[src/rtl/cm85_serial_cascade.sv]
// Purpose: serial magnitude comparator, 74x85 cascade model, SLICE bits per cycle, LSB slice first.
// Latency: result valid NSLICE+1 edges after the accept edge (slice compare is registered before it updates the flags).
// Backpressure: single outstanding job; in_ready low while busy, result held in DONE until out_ready.
//
// Ports: clk/rst_n (async active-low); in_valid/in_ready + a_in/b_in/casc_{lt,eq,gt} operand handshake;
//        out_valid/out_ready + lt_out/eq_out/gt_out result handshake; busy high in RUN or DONE.
module cm85_serial_cascade #(
    parameter int WIDTH = 16,
    parameter int SLICE = 4
) (
    input  logic             clk,
    input  logic             rst_n,
    input  logic             in_valid,
    output logic             in_ready,
    input  logic [WIDTH-1:0] a_in,
    input  logic [WIDTH-1:0] b_in,
    input  logic             casc_lt,
    input  logic             casc_eq,
    input  logic             casc_gt,
    output logic             out_valid,
    input  logic             out_ready,
    output logic             lt_out,
    output logic             eq_out,
    output logic             gt_out,
    output logic             busy
);

    localparam int NSLICE = WIDTH / SLICE;
    localparam int IW     = (NSLICE > 1) ? $clog2(NSLICE) : 1;
    localparam logic [IW-1:0] LAST = IW'(NSLICE - 1);

    typedef enum logic [1:0] {IDLE, RUN, DONE} state_t;

    state_t           state, state_nxt;
    logic [WIDTH-1:0] a_reg, b_reg;
    logic [IW-1:0]    idx;
    logic             rl, re, rg;          // running flags
    logic             nl, ne, ng;          // running flags after the pending slice result
    logic             cl, ce, cg;          // resolved cascade-in
    logic             cmp_vld, cmp_lt, cmp_gt, cmp_last;
    logic             issued_all;          // every slice has been sent to the compare stage
    logic [SLICE-1:0] sa, sb;

    // Cascade-in is resolved to one-hot with priority eq > gt > lt; all-zero counts as eq.
    always_comb begin
        ce = casc_eq | ~(casc_gt | casc_lt);
        cg = ~casc_eq & casc_gt;
        cl = ~casc_eq & ~casc_gt & casc_lt;
    end

    always_comb begin
        sa = a_reg[idx*SLICE +: SLICE];
        sb = b_reg[idx*SLICE +: SLICE];
    end

    // A differing slice overwrites the flags; higher slices are applied later, so the
    // most significant differing slice wins.
    always_comb begin
        nl = rl;
        ne = re;
        ng = rg;
        if (cmp_vld && cmp_gt) begin
            nl = 1'b0; ne = 1'b0; ng = 1'b1;
        end else if (cmp_vld && cmp_lt) begin
            nl = 1'b1; ne = 1'b0; ng = 1'b0;
        end
    end

    always_ff @(posedge clk or negedge rst_n) begin
        if (!rst_n) state <= IDLE;
        else        state <= state_nxt;
    end

    always_comb begin
        state_nxt = state;
        in_ready  = 1'b0;
        out_valid = 1'b0;
        busy      = 1'b1;
        case (state)
            IDLE: begin
                in_ready = 1'b1;
                busy     = 1'b0;
                if (in_valid) state_nxt = RUN;
            end
            RUN: begin
                if (cmp_vld && cmp_last) state_nxt = DONE;
            end
            DONE: begin
                out_valid = 1'b1;
                if (out_ready) state_nxt = IDLE;
            end
            default: state_nxt = IDLE;
        endcase
    end

    always_ff @(posedge clk or negedge rst_n) begin
        if (!rst_n) begin
            a_reg      <= '0;
            b_reg      <= '0;
            idx        <= '0;
            rl         <= 1'b0;
            re         <= 1'b1;
            rg         <= 1'b0;
            cmp_vld    <= 1'b0;
            cmp_lt     <= 1'b0;
            cmp_gt     <= 1'b0;
            cmp_last   <= 1'b0;
            issued_all <= 1'b0;
            lt_out     <= 1'b0;
            eq_out     <= 1'b1;
            gt_out     <= 1'b0;
        end else if (state == IDLE) begin
            if (in_valid) begin
                a_reg      <= a_in;
                b_reg      <= b_in;
                rl         <= cl;
                re         <= ce;
                rg         <= cg;
                idx        <= '0;
                cmp_vld    <= 1'b0;
                issued_all <= 1'b0;
            end
        end else if (state == RUN) begin
            rl <= nl;
            re <= ne;
            rg <= ng;
            // Result outputs only move when the final slice lands, so they hold outside DONE.
            if (cmp_vld && cmp_last) begin
                lt_out <= nl;
                eq_out <= ne;
                gt_out <= ng;
            end
            if (!issued_all) begin
                cmp_vld  <= 1'b1;
                cmp_lt   <= (sa < sb);
                cmp_gt   <= (sa > sb);
                cmp_last <= (idx == LAST);
                if (idx == LAST) issued_all <= 1'b1;
                else             idx        <= idx + 1'b1;
            end else begin
                cmp_vld <= 1'b0;
            end
        end
    end

endmodule
[config.mk]
export PLATFORM = sky130hd
export DESIGN_NAME = cm85_serial_cascade
export DESIGN_NICKNAME = d
export VERILOG_FILES = /design/src/rtl/cm85_serial_cascade.sv
export SDC_FILE = /design/constraint.sdc
export NUM_CORES = 1
export LEC_CHECK = 0
export ABC_CLOCK_PERIOD_IN_PS = 2100
export BUFFER_PORTS_ARGS = -buffer_cell sky130_fd_sc_hd__buf_2
export CAP_MARGIN = 20
export CORE_MARGIN = 8
export CORE_UTILIZATION = 54
export DETAILED_ROUTE_END_ITERATION = 6
export PLACE_DENSITY = 0.79
export SYNTH_ARGS = -nofsm -noshare
export SYNTH_HDL_FRONTEND = slang
export SYNTH_SLANG_ARGS = --single-unit
[constraint.sdc]
create_clock -name clk -period 2.1 [get_ports clk]
set_input_delay 0.315 -clock clk [delete_from_list [all_inputs] [get_ports clk]]
set_output_delay 0.315 -clock clk [all_outputs]
set_load 0.05 [all_outputs]
Yosys cells after proc, flatten, opt, wreduce, memory -nomap -nowiden:

Cells that the tools add are included.

* logic and storage cells: 84
* flip-flop bits (word level): 47

* add/sub/neg operators: 1
* reduce and logical (&&, ||, !) cells: 11
* multiplexer cells: 35
* equal/unequal tests: 8
* shift operators: 2
* magnitude comparators: 2
* bitwise gates (word level): 10

Operator list (count)
* 16-bit by 5-bit variable part select with 4-bit output: 2
* 1-bit two-way mux: 26
* 2-bit two-way mux: 8
* 3-bit AND reduction: 3
* 2-bit inequality test, second input constant: 4
* 2-bit case mux with 3 select lines: 1
* 1-bit NOT: 5
* 2-bit == test, second input constant: 2
* 4-bit > comparator: 1
* 4-bit < comparator: 1
* 2-bit AND reduction: 2
* 4-bit AND reduction: 1
* 1-bit bitwise AND: 3
* 1-bit logical AND: 3
* 2-bit by 1-bit adder with 2-bit output, second input constant: 1
* 2-bit by 1-bit == test with 1-bit output, second input constant: 1
* 2-bit zero test: 1
* 2-bit by 1-bit inequality test with 1-bit output, second input constant: 1
* 1-bit OR: 2
* 2-bit nonzero test: 1

Logic depth before layout (Yosys ltp):

Gate-level depths: netlist of the first run.

* word-level depth: 5
* mapped depth: 8
* gate-level depth less buffers: 7

Worst setup path before layout of the first run:

OpenSTA, ideal clock, no wires.

* path kind: flip-flop to output port
* start: reg state[0]
* end: out busy
* slack: 0.060 ns
* stages on the path, launching flop included: 4
* arrival: 1.725 ns
* path buffers: 1
* cells stage by stage: dfrtp_1 -> buf_2 -> nor2_1 -> inv_1

* cells in the longest elaborated chain, start to end: 2

Ends and longest elaborated chain
* start, declared: line 34 `state_t state, state_nxt;`
* start signal, assigned: line 71 `else state <= state_nxt;`
* 2-bit zero test: line 79 `case (state)`
* 1-bit two-way mux: line 79
* end, declared: line 25 `output logic busy`

Every way passes these cells.

Worst setup path after layout of the first run:

* start: reg idx[0]
* end: reg cmp_gt

* cells in the longest elaborated chain, start to end: 2

Ends and longest elaborated chain
* start, declared: line 36 `logic [IW-1:0] idx;`
* start signal, assigned: line 139 `else idx <= idx + 1'b1;`
* 16-bit by 5-bit variable part select with 4-bit output (on tied branches): line 52, 53
* 4-bit > comparator (*): line 136 `cmp_gt <= (sa > sb);`
* end signal, assigned: line 136
* end, declared: line 40 `logic cmp_vld, cmp_lt, cmp_gt, cmp_last;`

Mark *: on every way between the ends. The rest lies on a longest branch, timed or not.
A chain may end at the register's enable or synchronous reset.

==> run summary, run 1 <==
The final count of negative-setup-slack endpoints came out at 0. The number of instances in the synthesized netlist is 164. Counting every sink on the clock net gives 47.

Wires add up to 4.32 mm. The number of primary I/O pins came out at 45. For the worst setup path, the data required time is around 2.3 ns. The run finished with clean final reports. The total clock buffers created by CTS is 5.

Across the VDD grid, the largest voltage drop is about 0.0008 V. The longest clock path from root to sink contains 2 buffers. The clock network latency to the later pin of the worst-skew pair came out at 0.29 ns.

The number of warnings reported in the yosys synthesis log is 0. The headroom to the max-slew limit is 0.698. Of the available clock period, the critical path in the final layout requires 0.913. Counting both buffers and inverters, the worst setup path holds a total of 1. The die area is between 6000 and 7000 um2. The synthesis-to-finish area growth came out at 16.4%. The total number of vias came out at about 1.4k. The launching instance or port of the critical path is idx[0].

The cell family contributing the most delay on the critical path is multiplexers. The post-synthesis compound-gate area fraction came out at 0.0726. The number of routed nets with antenna violations is 0. Of the total synthesized cell area, the portion taken by full adders, half adders and majority gates is 0.0286. The post-synthesis mux area share came out at 0.262. The DRC violation count after routing came out at 0.

The post-cts repair resize count is 0. The overall die width is 79.7 um. TritonCTS built the clock tree. The detail-routed net length per standard cell came out at 16.5 um. Counting every net in the synthesized netlist gives 208.

For the worst flop-to-flop path, the logic depth is 6. The weighted congestion at the end of routability-driven global placement came out at 0.861. The worst hold path begins at out_ready. The pin count of the biggest net entering global routing came out at 34. Of the total synthesized cell area, the portion taken by XOR and XNOR cells is 0. The register bit count reported by yosys came out at 47.

The length of the first detailed-routing pass in iterations came out at 4. The effective utilization at floorplan is 0.555. During placement, the flow inserted port buffers numbering 44. The maximum net fanout on the critical path came out at 5.

The clock transition at the register clock pins on the worst setup and hold paths after CTS is ~0.070 ns. Of the total synthesized cell area, the portion taken by AND, OR, NAND and NOR gates is 0.0583. The core utilization of the finished layout came out at 0.646. The overall global routing resource usage is 0.149. The clock arrives with 0.00378 ns of skew. The cell type of the slowest stage on the worst timing path is sky130_fd_sc_hd__mux4_2.

The number of global-route vias before repair is 1576. The initial antenna violation count came to 0. The most common library cell in the layout ignoring fill and taps is sky130_fd_sc_hd__dfrtp_1. The cell at the root of the clock tree is sky130_fd_sc_hd__clkbuf_8. Setup repair after global routing left no endpoint under its margin. The worst setup slack before clock tree synthesis is just over 0.2 ns. The slew at the pin closest to its max-slew limit came out at 0.454 ns.

The max-slew violation total from the final report came out at 0. The setup slack of the critical path after layout is 0.182 ns. In the layout the commonest cells are 45 x sky130_fd_sc_hd__dfrtp_1, 44 x sky130_fd_sc_hd__buf_2, 35 x sky130_fd_sc_hd__mux2_2. The cell area after technology mapping is between 2000 and 2500 um2.

Detailed placement ended at an HPWL of 3.43 mm. In this run the standard cell core region covers 3940 um2. STA classifies the critical path startpoint as a flop.

The fraction of layout instances using a drive strength above 1 came out at 0.472. The worst hold path cell count is 2. For this block, the initial DRC count from the detailed router was 46. Traced cell by cell, the critical path runs through buf_4 -> mux4_2 -> ha_1 -> a21oi_1 -> o21ai_0 -> a22o_1.

The endpoint type of the worst setup path is a flop. The critical path's largest stage delay is 0.50 ns. The combinational family with the most area after synthesis is multiplexers. The min-delay analysis places its worst path in the category in -> reg. The worst register-to-register path begins at idx[0]. The total overflow left after global routing is 0.

The maximum level of the CTS H-tree is 2. The die is ~80 um tall. The post-route setup TNS is 0 ns.

The number of placement rows is 23. The number of antenna diodes in the final layout is 0. Dividing total power by cell area gives a power density of 1310 nW/um2. The cell leakage power came out at around 0.0012 uW. In this run the number of cells on the critical path is 6.

The per-cell via count in the routed design is 5.48. The highest attainable clock frequency came out at 521 MHz. The mean post-synth cell area is 13.4 um2. The number of maximum-capacitance constraint violations is 0.

The first global-routing pass estimated 7.25 mm of wire. The power after layout is 3340 uW. The distinct cell type count of the synthesized netlist came out at 29. The worst path in the final design needs a cycle of 1.92 ns, including I/O delays and setup.

The final-report hold violation count was 0. STA puts the critical path data arrival time at 2.10 ns. The worst setup path is of the reg -> reg kind. The fraction of the yosys area taken by sequential cells came out at 0.538. For this run, the post-layout net count is around 260.
[layer usage]
layer  vias up  GRT usage  part of all wire
met1       711      0.160              0.40
li1        683          -                 -
met3         4     0.0518             0.059
met5         -          0                 0
met4         0     0.0574             0.014
met2        38      0.262              0.53
[cells in the mapped netlist (all sizes together)]
cell    number  area, um2
a21oi        5       25.0
a22o         2       17.5
a22oi        1       7.51
a31oi        2       12.5
a32o         1       10.0
a32oi        1       8.76
a41oi        1       8.76
and2b        1       7.51
buf          7       42.5
clkbuf       2       7.51
dfrtp       45       1130
dfstp        2       52.6
ha           5       62.6
inv         10       37.5
mux2        35        394
mux4         8        180
nand2       11       41.3
nand2b       1       6.26
nand3        2       10.0
nand4b       1       8.76
nor2         4       22.5
nor2b        2       12.5
nor3         1       10.0
o21ai       11       55.1
o21bai       1       7.51
o22ai        1       6.26
or3b         1       8.76
[area by class of cell]
class / count / area [um2]
Clock buffer: 8 / 80.1
Timing Repair Buffer: 49 / 260
Inverter: 10 / 37.5
Multi-Input combinational cell: 98 / 930
Sequential cell: 47 / 1180
Tap cell: 50 / 62.6
Fill cell: 309 / 1390
[kinds of logic (layout without fill, tap and decap cells)]
logic type,Yosys count,in the layout
multiplexers,43,43
flip-flops,47,47
buffers and inverters,19,67
AO/OA/AOI/OAI,26,26
adder cells (fa/ha/maj),5,5
AND/OR/NAND/NOR,24,24
[power by group]
| part | switching (uW) | total, uW | internal [uW] |
|---|---|---|---|
| clock | 266 | 503 | 237 |
| combinational | 515 | 1240 | 727 |
| sequential | 278 | 1590 | 1320 |
| total | 1060 | 3340 | 2280 |
[through the flow]
stage	area (um2)	instances	hold slack (ns)
2_1_floorplan	2190	164	0.0194
3_3_place_gp	2460	253	0.271
3_5_place_dp	2460	253	0.286
4_1_cts	2550	262	0.212
5_1_grt	2550	262	0.242
6_report	2550	262	0.216
[path summary, 6_finish.rpt]
check,endpoint,slack [ns]
setup / recovery,cmp_gt,0.18
hold / removal,state[1],0.22
setup reg to reg,cmp_gt,0.18
hold reg to reg,re,0.49
max in group asynchronous,eq_out,0.86
min in group asynchronous,a_reg[13],0.50
[worst reg2reg max path: stages (launching register included)]
cell and delay [ns]:
sky130_fd_sc_hd__dfrtp_1 0.35, sky130_fd_sc_hd__buf_4 0.16, sky130_fd_sc_hd__mux4_2 0.50, sky130_fd_sc_hd__ha_1 0.34
sky130_fd_sc_hd__a21oi_1 0.14, sky130_fd_sc_hd__o21ai_0 0.12, sky130_fd_sc_hd__a22o_1 0.20
[repair_timing]
| item | in CTS | in global routing |
|---|---|---|
| setup buffers | 0 | 0 |
| endpoints found under the hold margin | 20 | 0 |
| hold buffers | 1 | 0 |
| setup endpoints to repair | 0 | 0 |
(Power assumes the default switching activity.)
==> run 2, diff against run 1 <==
--- a/config.mk
+++ b/config.mk
@@ -6,12 +6,14 @@
 export NUM_CORES = 1
 export LEC_CHECK = 0
 export ABC_CLOCK_PERIOD_IN_PS = 2100
-export BUFFER_PORTS_ARGS = -buffer_cell sky130_fd_sc_hd__buf_2
 export CAP_MARGIN = 20
 export CORE_MARGIN = 8
-export CORE_UTILIZATION = 54
+export CORE_UTILIZATION = 60
+export CTS_BUF_LIST = sky130_fd_sc_hd__clkbuf_8
 export DETAILED_ROUTE_END_ITERATION = 6
-export PLACE_DENSITY = 0.79
+export DONT_BUFFER_PORTS = 1
+export GPL_TIMING_DRIVEN = 0
+export PLACE_DENSITY = 0.76
 export SYNTH_ARGS = -nofsm -noshare
 export SYNTH_HDL_FRONTEND = slang
 export SYNTH_SLANG_ARGS = --single-unit
==> run 2 against run 1 <==
Core utilization up 1.8 points. Maximum frequency down 4.0%. Via count down 9.9%. Routed wire length decreased by 6.9%. Hold slack got worse by 0.061 ns.
==> run summary, run 2 (synthesis gave the netlist of run 1 again) <==
The number of primary I/O pins is 45 (unchanged). The fraction of layout instances using a drive strength above 1 was 0.356 (-0.115). The detail-routed net length per standard cell is 18.1 um (+9.9%).

The DRC violation count after routing came out at 0 (unchanged). The number of placement rows is 22 (-4.3%). The area of the core is 3580 um2 (-9.2%).

The library cell used most frequently in the layout, excluding fill and tap cells, is sky130_fd_sc_hd__dfrtp_1. The share of the clock period used by the worst path after layout came out at 0.952 (+0.0385). The total net switching power came to 1020 uW (-3.5%). The number of maximum-capacitance constraint violations came out at 0 (unchanged).

The maximum buffer depth of the clock tree is 2 (unchanged). The per-cell via count in the routed design came out at 5.83 (+6.3%). The number of buffer and inverter stages on the critical path came out at 1 (unchanged).

The relative contribution of sequential cells to total power is 0.494 (+0.017). The die height is 76.4 um (-4.1%). The worst clock skew is 0.00452 ns (+0.000740 ns). The post-CTS repair timing setup buffer count is 0 (unchanged). The critical path's largest stage delay is 0.53 ns (+0.03 ns). The headroom to the max-slew limit was 0.686 (-0.0120). The power per cell area is 1370 nW/um2 (+4.2%). TritonCTS built the clock tree.

For this design, the slowest cell found on the critical path is sky130_fd_sc_hd__mux4_2. The length of the first detailed-routing pass in iterations is 5 (+1). The highest ir drop seen on vdd is 0.000766 V (-2.8%).

The maximum level of the CTS H-tree is 2 (unchanged). The initial antenna violation count came to 0 (unchanged). The highest attainable clock frequency is 500 MHz (-4.0%).

The global-route track usage on met3 is 0.0790 (+0.0272). The flow ran to the end, and the final reports show no timing, DRC or antenna violations. The placed cell count came out at 212 (-16%). The slew at the pin closest to its max-slew limit came out at 0.471 ns (+0.0180 ns). The remaining global-route overflow is 0 (unchanged). The clock transition at the register clock pins on the worst setup and hold paths after CTS came to 0.07 ns (about the same).

The post-route non-filler standard cell count is 222 (-15%). The maximum net fanout on the critical path came out at 9 (+4). The switching share of total power is 0.315 (-0.00255). The total wire length came out at 4.02 mm (-6.9%). Setup repair after global routing left no endpoint under its margin. The final count of negative-setup-slack endpoints is 0 (unchanged). The global-route wire length before repair came to 6.88 mm (-5.1%). The max-slew violation total from the final report came out at 0 (unchanged). The worst setup path is captured at a flop. The worst setup path is launched from a flop.

The weighted congestion at the end of routability-driven global placement is 0.825 (-4.2%). The share of power burned in combinational logic is 0.356 (-0.016). Compared with the post-synthesis result, the final layout area differs by 8.63%. The total number of vias is 1294 (-9.9%).

The total half-perimeter wirelength after legalization and detailed placement came out at 3.02 mm (-12%). The fraction of power consumed by the clock network came to 0.151 (about the same). The pin count of the biggest net entering global routing came out at 48 (+41%). In this run the clock root is driven by a sky130_fd_sc_hd__clkbuf_8. The number of global-route vias before repair came to 1409 (-11%).

The total number of nets in the final design is 217 (-15%). met2 is the most crowded layer. The worst slack on hold paths came to 0.155 ns (-0.0614 ns). By startpoint and endpoint, the worst setup path is classified as reg -> reg. Walking the worst path, the cells encountered are buf_4 -> mux4_2 -> ha_1 -> a21oi_1 -> o21ai_0 -> a22o_1. The count of clock tree sinks is 47 (unchanged). The internal power component came out at 2230 uW (-2.4%). On the critical path the largest part of the delay comes from multiplexers. The DRC violation total after the first TritonRoute iteration is 48 (+4.3%). The overall die width is 76.4 um (-4.1%). The met1 routing resource usage after global routing came out at 0.159 (-0.000999). The post-route setup TNS came out at 0 ns (unchanged). The class of the tightest hold or removal check is in -> reg.

The total clock buffers created by CTS came to 5 (unchanged). The cell leakage power came out at 0.00103 uW (-12%). The routing usage on met2 came out at 0.237 (-0.0251). The die area came out at 5840 um2 (-8.0%). The arrival time at the worst endpoint came out at 2.18 ns (+0.08 ns). The antenna diode instance count is 0 (unchanged).

The clock network latency to the later pin of the worst-skew pair came to 0.29 ns (about the same). The library cells used most frequently in the layout, excluding fill and tap cells, are 45 x sky130_fd_sc_hd__dfrtp_1, 35 x sky130_fd_sc_hd__mux2_2, 13 x sky130_fd_sc_hd__inv_1. The effective utilization at floorplan came out at 0.612 (+0.0565). The number of buffers inserted by port buffering is 0 (-100%). The final-report hold violation count came to 0 (unchanged). The number of routed nets with antenna violations was 0 (unchanged). The post-route minimum period is 2.00 ns (+0.0808 ns).

The overall global routing resource usage is 0.145 (-0.00388). The required arrival time at the worst endpoint came out at 2.28 ns (about the same).
-- run 2: layout make-up --
class | count | area (um2)
clock inverters | 3 | 11.3
plain buffers | 9 | 53.8
repair buffers | 2 | 37.5
well taps | 48 | 60.1
fillers | 284 | 1200
inverters | 10 | 37.5
flip-flops and latches | 47 | 1180
clock buffers | 5 | 68.8
multi-input cells | 98 | 931
-- run 2: repair_timing --
item | CTS | global route
endpoints found under the hold margin | 47 | 0
endpoints found under the setup margin | 2 | 0
gates resized for setup | 4 | 0
hold buffers | 2 | 0
-- run 2: power groups by stage --
| stage | combinational [uW] | sequential (uW) | clock (uW) |
|---|---|---|---|
| detailed placement | 1130 | 1630 | 0 |
| finish | 1160 | 1600 | 489 |
| floorplan | 959 | 1550 | 0 |
| global route | 1280 | 1660 | 546 |
| global placement | 1080 | 1590 | 0 |
| CTS | 1170 | 1610 | 509 |
-- run 2: path summary, 6_finish.rpt --
kind	from	endpoint	slack (ns)	depth (start not counted)
setup / recovery	idx[0]	cmp_gt	0.10	6
hold / removal	out_ready	state[1]	0.15	1
setup reg to reg	idx[0]	cmp_gt	0.10	6
hold reg to reg	re	re	0.48	2
max in group asynchronous	rst_n	eq_out	1.32	2
min in group asynchronous	rst_n	a_reg[1]	0.52	2
-- run 2: stage by stage --
step	util	setup slack, ns	area [um2]	power (uW)
floorplan	-	0.0597	2190	2500
global placement	0.629	-0.0196	2250	2670
detailed placement	0.629	-0.0315	2250	2760
CTS	0.665	0.0905	2380	3290
global route	0.665	0.00105	2380	3480
finish	0.665	0.101	2380	3250
-- run 2: routing by layer --
layer	vias up	part of all wire
met1	649	0.39
met4	0	0.0067
met5	-	0
met2	36	0.51
met3	4	0.095
li1	605	-
